**config.mk**
```make
export PLATFORM = sky130hd
export DESIGN_NAME = usb_rx_ctrl_flat
export DESIGN_NICKNAME = d
export VERILOG_FILES = /design/src/rtl/usb_rx_ctrl_if.sv /design/src/rtl/usb_rx_ctrl.sv /design/src/flat_wrapper.sv
export SDC_FILE = /design/constraint.sdc
export NUM_CORES = 1
export LEC_CHECK = 0
export BUFFER_PORTS_ARGS = -buffer_cell sky130_fd_sc_hd__buf_2
export CORE_MARGIN = 5
export CORE_UTILIZATION = 30
export DETAILED_ROUTE_END_ITERATION = 6
export PLACE_DENSITY = 0.56
export SETUP_SLACK_MARGIN = 0.3
export SYNTH_ARGS = -nofsm -noshare
export SYNTH_HDL_FRONTEND = slang
export SYNTH_SLANG_ARGS = --single-unit
```
**constraint.sdc**
```tcl
create_clock -name clk -period 1.4 [get_ports clk]
set_input_delay 0.28 -clock clk [delete_from_list [all_inputs] [get_ports clk]]
set_output_delay 0.28 -clock clk [all_outputs]
set_load 0.02 [all_outputs]
```
**src/rtl/usb_rx_ctrl_if.sv**
```systemverilog
// Signal bundle between the USB receive datapath (edge detector, bit timer,
// shift register, RX FIFO) and the receive control FSM.
interface usb_rx_ctrl_if;
    logic       d_edge;
    logic       eop;
    logic       shift_enable;
    logic       byte_received;
    logic [7:0] rcv_data;
    logic       rcving;
    logic       w_enable;
    logic       r_error;
    logic [6:0] pkt_len;

    modport master (
        output d_edge, eop, shift_enable, byte_received, rcv_data,
        input  rcving, w_enable, r_error, pkt_len
    );

    modport slave (
        input  d_edge, eop, shift_enable, byte_received, rcv_data,
        output rcving, w_enable, r_error, pkt_len
    );
endinterface

```
**src/rtl/usb_rx_ctrl.sv**
```systemverilog
// USB receive control FSM: sync detection, per-byte FIFO write strobes,
// packet length capture and sticky error handling until the bus idles again.
module usb_rx_ctrl #(
    parameter logic [7:0] SYNC_BYTE = 8'h80,
    parameter int         MAX_BYTES = 64
) (
    input logic          clk,
    input logic          n_rst,
    usb_rx_ctrl_if.slave bus
);
    localparam logic [2:0] IDLE       = 3'd0;
    localparam logic [2:0] SYNC_WAIT  = 3'd1;
    localparam logic [2:0] SYNC_CHECK = 3'd2;
    localparam logic [2:0] RX_BYTE    = 3'd3;
    localparam logic [2:0] STORE      = 3'd4;
    localparam logic [2:0] EOP_WAIT   = 3'd5;
    localparam logic [2:0] ERR_WAIT   = 3'd6;
    localparam logic [2:0] EIDLE      = 3'd7;

    localparam logic [6:0] MAX_CNT = 7'(MAX_BYTES);
    localparam logic [6:0] CNT_SAT = 7'h7f;

    logic [2:0] state;
    logic [2:0] state_nxt;
    logic [2:0] bit_cnt;
    logic [6:0] byte_cnt;
    logic [6:0] pkt_len_r;
    logic       err_eop;
    logic       eop_evt;
    logic       at_limit;

    assign eop_evt  = bus.eop & bus.shift_enable;
    // byte_cnt+1 == MAX_BYTES+1 means this byte would overflow the packet
    assign at_limit = (byte_cnt == MAX_CNT);

    always_comb begin
        state_nxt = state;
        case (state)
            IDLE:       if (bus.d_edge) state_nxt = SYNC_WAIT;
            SYNC_WAIT: begin
                if (eop_evt)                state_nxt = ERR_WAIT;
                else if (bus.byte_received) state_nxt = SYNC_CHECK;
            end
            SYNC_CHECK: state_nxt = (bus.rcv_data == SYNC_BYTE) ? RX_BYTE : ERR_WAIT;
            RX_BYTE: begin
                if (eop_evt)                state_nxt = (bit_cnt == 3'd0) ? EOP_WAIT : ERR_WAIT;
                else if (bus.byte_received) state_nxt = STORE;
            end
            STORE:      state_nxt = at_limit ? ERR_WAIT : RX_BYTE;
            EOP_WAIT:   if (bus.d_edge) state_nxt = IDLE;
            // only a d_edge after the SE0 has been seen ends the error packet
            ERR_WAIT:   if (err_eop && bus.d_edge) state_nxt = EIDLE;
            EIDLE:      if (bus.d_edge) state_nxt = SYNC_WAIT;
            default:    state_nxt = IDLE;
        endcase
    end

    always_ff @(posedge clk or negedge n_rst) begin
        if (!n_rst) state <= IDLE;
        else        state <= state_nxt;
    end

    always_ff @(posedge clk or negedge n_rst) begin
        if (!n_rst)
            bit_cnt <= 3'd0;
        else if (bus.byte_received || (state_nxt == RX_BYTE && state != RX_BYTE))
            bit_cnt <= 3'd0;
        else if (state == RX_BYTE && bus.shift_enable)
            bit_cnt <= bit_cnt + 3'd1;
    end

    always_ff @(posedge clk or negedge n_rst) begin
        if (!n_rst)
            byte_cnt <= 7'd0;
        else if ((state == IDLE || state == EIDLE) && bus.d_edge)
            byte_cnt <= 7'd0;
        else if (state == STORE && byte_cnt != CNT_SAT)
            byte_cnt <= byte_cnt + 7'd1;
    end

    always_ff @(posedge clk or negedge n_rst) begin
        if (!n_rst)                   err_eop <= 1'b0;
        else if (state != ERR_WAIT)   err_eop <= 1'b0;
        else if (eop_evt)             err_eop <= 1'b1;
    end

    always_ff @(posedge clk or negedge n_rst) begin
        if (!n_rst)                          pkt_len_r <= 7'd0;
        else if (state == EOP_WAIT && bus.d_edge) pkt_len_r <= byte_cnt;
    end

    assign bus.rcving   = (state != IDLE) && (state != EIDLE);
    assign bus.w_enable = (state == STORE) && !at_limit;
    assign bus.r_error  = (state == ERR_WAIT) || (state == EIDLE);
    assign bus.pkt_len  = pkt_len_r;
endmodule

```
**src/flat_wrapper.sv**
```systemverilog
// flat-port wrapper written by rule: the top's interface ports become plain ports
module usb_rx_ctrl_flat 
#(
    parameter logic [7:0] SYNC_BYTE = 8'h80,
    parameter int         MAX_BYTES = 64
)
  (clk, n_rst, bus_d_edge, bus_eop, bus_shift_enable, bus_byte_received, bus_rcv_data, bus_rcving, bus_w_enable, bus_r_error, bus_pkt_len);
  usb_rx_ctrl_if bus_i ();
  input logic clk;
  input logic n_rst;
  input wire logic [$bits(bus_i.d_edge)-1:0] bus_d_edge;
  input wire logic [$bits(bus_i.eop)-1:0] bus_eop;
  input wire logic [$bits(bus_i.shift_enable)-1:0] bus_shift_enable;
  input wire logic [$bits(bus_i.byte_received)-1:0] bus_byte_received;
  input wire logic [$bits(bus_i.rcv_data)-1:0] bus_rcv_data;
  output wire logic [$bits(bus_i.rcving)-1:0] bus_rcving;
  output wire logic [$bits(bus_i.w_enable)-1:0] bus_w_enable;
  output wire logic [$bits(bus_i.r_error)-1:0] bus_r_error;
  output wire logic [$bits(bus_i.pkt_len)-1:0] bus_pkt_len;
  assign bus_i.d_edge = bus_d_edge;
  assign bus_i.eop = bus_eop;
  assign bus_i.shift_enable = bus_shift_enable;
  assign bus_i.byte_received = bus_byte_received;
  assign bus_i.rcv_data = bus_rcv_data;
  assign bus_rcving = bus_i.rcving;
  assign bus_w_enable = bus_i.w_enable;
  assign bus_r_error = bus_i.r_error;
  assign bus_pkt_len = bus_i.pkt_len;
  usb_rx_ctrl #(.SYNC_BYTE(SYNC_BYTE), .MAX_BYTES(MAX_BYTES)) u_core (.clk(clk), .n_rst(n_rst), .bus(bus_i));
endmodule
```
==> results.ini <==
[clock_network]
path_clk_slew_ns = 0.08
insertion_delay_ns = 0.26
cts_root_buf = clkbuf_8
numCtsBuffers = 3
htree_levels = 1
clockBufferDepth = 2
cts_tree = built
cts.sinks = 21

[worst_setup_path]
worstPathArrival_ns = 1.42
rrSetupSlack_ns = -0.28
crit_path_start = u_core.byte_cnt[0]
timing.rr.end = u_core.state[0]
r2r_start = u_core.byte_cnt[1]
cp_num_cells = 5
r2r_cells = 8
crit_chain = inv_2 -> ha_2 -> and4bb_2 -> a21boi_4 -> buf_6
slowest_delay_ns = 0.38
crit_family = flip-flops
required_ns = 1.12
cp_slowest_cell = dfrtp_1
cp_num_buf_inv = 2
worst-path-max-fanout = 3
endpoint_kind = output pin
start_kind = flip-flop
crit_type = reg -> out
endpoint = bus_w_enable

[sta]
relSlewSlack = 0.660
tightest_slew_ns = 0.510
min_period_over_period = 1.21
period_minus_slack_ns = 1.70
rsz0062_at_grt = yes
finalClockSkew_ns = 0.00539
maxSlewViolCount = 0
fmax_mhz = 589
holdWs_ns = 0.346
finalWorstSetupSlack_ns = -0.299
finalSetupViolations = 19
hold_viol_final = 0

[placed_design]
gp_congestion = 0.806
dp_slack_ns = -0.118
dp_cells = 220
dp_hpwl_microns = 2360
portBuffers = 23

[global_routing]
grt_use_total = 0.125
grt-ovfl-total = 0
grt_max_degree = 22
antenna_found_initial = 0
grt_pass1_wl_microns = 5390
grt_pass1_vias = 1234

[power_and_ir_drop]
leakagePower_uw = 0.00102
irDropWorstVdd_uv = 699
powerDensity_nw_per_um2 = 1740

[status]
status = finished, violations left
violations = setup timing

[die]
die_w_microns = 74.9
coreArea_sq_um = 4060
start_util = 0.312
die_h_microns = 74.9
rows = 23
ioPinCount = 24
die_area_sq_um = 5620

[route]
num_vias = 1216
wirelength_microns = 3460
firstDrtPassIters = 4
vias_per_cell = 4.92
wl_per_cell_microns = 14.0
drc = 0
drt_iter0_markers = 49
ant_nets = 0

[final_layout]
antennaDiodeCount = 0
fillers = 362
multiInputGateArea_sq_um = 845
mostFrequentLayoutCells = buf_4 (30), buf_6 (24), dfrtp_1 (19)
fin_cells = 247
layout_commonest_cell = buf_4
syn2layout_area_growth_pct = 67.0
final_nets = 216
seq_area_sq_um = 528
drive_above_1_share = 0.569

[synth]
synthSimpleGateAreaFrac = 0.261
synth_fa_ha_area_frac = 0.0396
synthMuxAreaShare = 0.0722
synth_edf_count = 0
syn-cell-area_sq_um = 1260
synthFlopType = dfrtp_1
ys_warn_count = 0
yosys_register_bits = 21
ys_async_sr_fraction = 1.00
seq_area_frac_synth = 0.415
synth_compound_area_frac = 0.131
avgSynthCellArea_sq_um = 9.88
synthXorXnorAreaFrac = 0.0415
synth_top_family_by_area = simple AND/OR/NAND/NOR gates
synth_cells = 128
synth_cell_type_count = 44
syn-num-nets = 146

[worst_hold_path]
hp-class = in -> reg

[flow_run]
max_cap_viol_count = 0

[registers in the layout (all words and copies together) (netlist names)]
register / count
u_core.bus.pkt_len: 7
u_core.byte_cnt: 7
u_core.bit_cnt: 3
u_core.state: 3
u_core.err_eop: 1
[worst reg2reg max path, stage by stage, from the launching register on]
cell and delay, ns:
dfrtp_1 0.38, inv_1 0.09, ha_2 0.17, and4bb_2 0.28
buf_6 0.11, buf_6 0.08, nand3_4 0.08, o2bb2ai_4 0.15
o31a_1 0.23
[Yosys cell counts, drive strengths merged (3+ instances only)]
cell	n	area, sq um
nand3	5	25.0
o21ai	6	30.0
ha	4	50.1
nand4	3	18.8
nand2	11	41.3
mux2	6	71.3
o211ai	3	27.5
xor2	4	35.0
buf	3	20.0
a21oi	4	20.0
nor2b	3	21.3
nor3	3	15.0
and3	3	18.8
nor2	13	48.8
dfrtp	21	526
inv	6	22.5
[power by group]
group / switching [uW] / leakage (uW) / internal (uW)
registers: 164 / 0.000280 / 745
logic: 985 / 0.000720 / 1370
clock network: 206 / 0.0000217 / 201
total: 1360 / 0.00102 / 2310
[stage by stage]
step,util,total power (uW),TNS [ns],instance area [sq um]
after floorplan,-,1870,-0.223,1340
after global placement,0.407,2350,-0.408,1650
after detailed placement,0.407,2380,-0.808,1650
after CTS,0.467,3230,-1.99,1900
after global routing,0.521,3900,-3.69,2110
final,0.521,3670,-2.34,2110
[kinds of logic after synthesis]
family / count (synthesis)
AOI/OAI and AO/OA: 24
xor gates and xnor gates: 6
adders and majority gates: 4
buffers and inverters: 11
DFF: 21
muxes: 8
and+or+nand+nor: 54
[routing by layer]
layer / track usage / share of wire / wire length [microns]
met2: 0.236 / 0.51 / 1780
met4: 0.0375 / 0.0084 / 29
met5: 0 / 0 / 0
met1: 0.142 / 0.43 / 1480
met3: 0.0200 / 0.051 / 176
[worst min path at each step]
stage / start / endpoint / slack (ns) / depth (start not counted)
global placement: n_rst / u_core.err_eop / 0.27 / 1
detailed placement: n_rst / u_core.err_eop / 0.28 / 1
floorplan: n_rst / u_core.bit_cnt[0] / -0.02 / 0
CTS: bus_byte_received / u_core.bit_cnt[1] / 0.34 / 3
global route: bus_byte_received / u_core.bit_cnt[0] / 0.36 / 3
finish: bus_byte_received / u_core.bit_cnt[2] / 0.35 / 3
[cell type report]
| class | count | area share |
|---|---|---|
| repair buffers | 70 | 0.287 |
| multi-input cells | 96 | 0.400 |
| clock inverters | 1 | 0.00355 |
| clock buffers | 3 | 0.0195 |
| well taps | 50 | 0.0296 |
| inverters | 6 | 0.0107 |
| flip-flops and latches | 21 | 0.250 |
[timing repair]
action | CTS | global route
hold buffers | 1 | 0
setup buffers | 8 | 14
pin swaps | 13 | 7
hold endpoints to repair | 21 | 0
endpoints found under the setup margin | 24 | 31
resized for setup | 31 | 28
(Power assumes the default switching activity.)
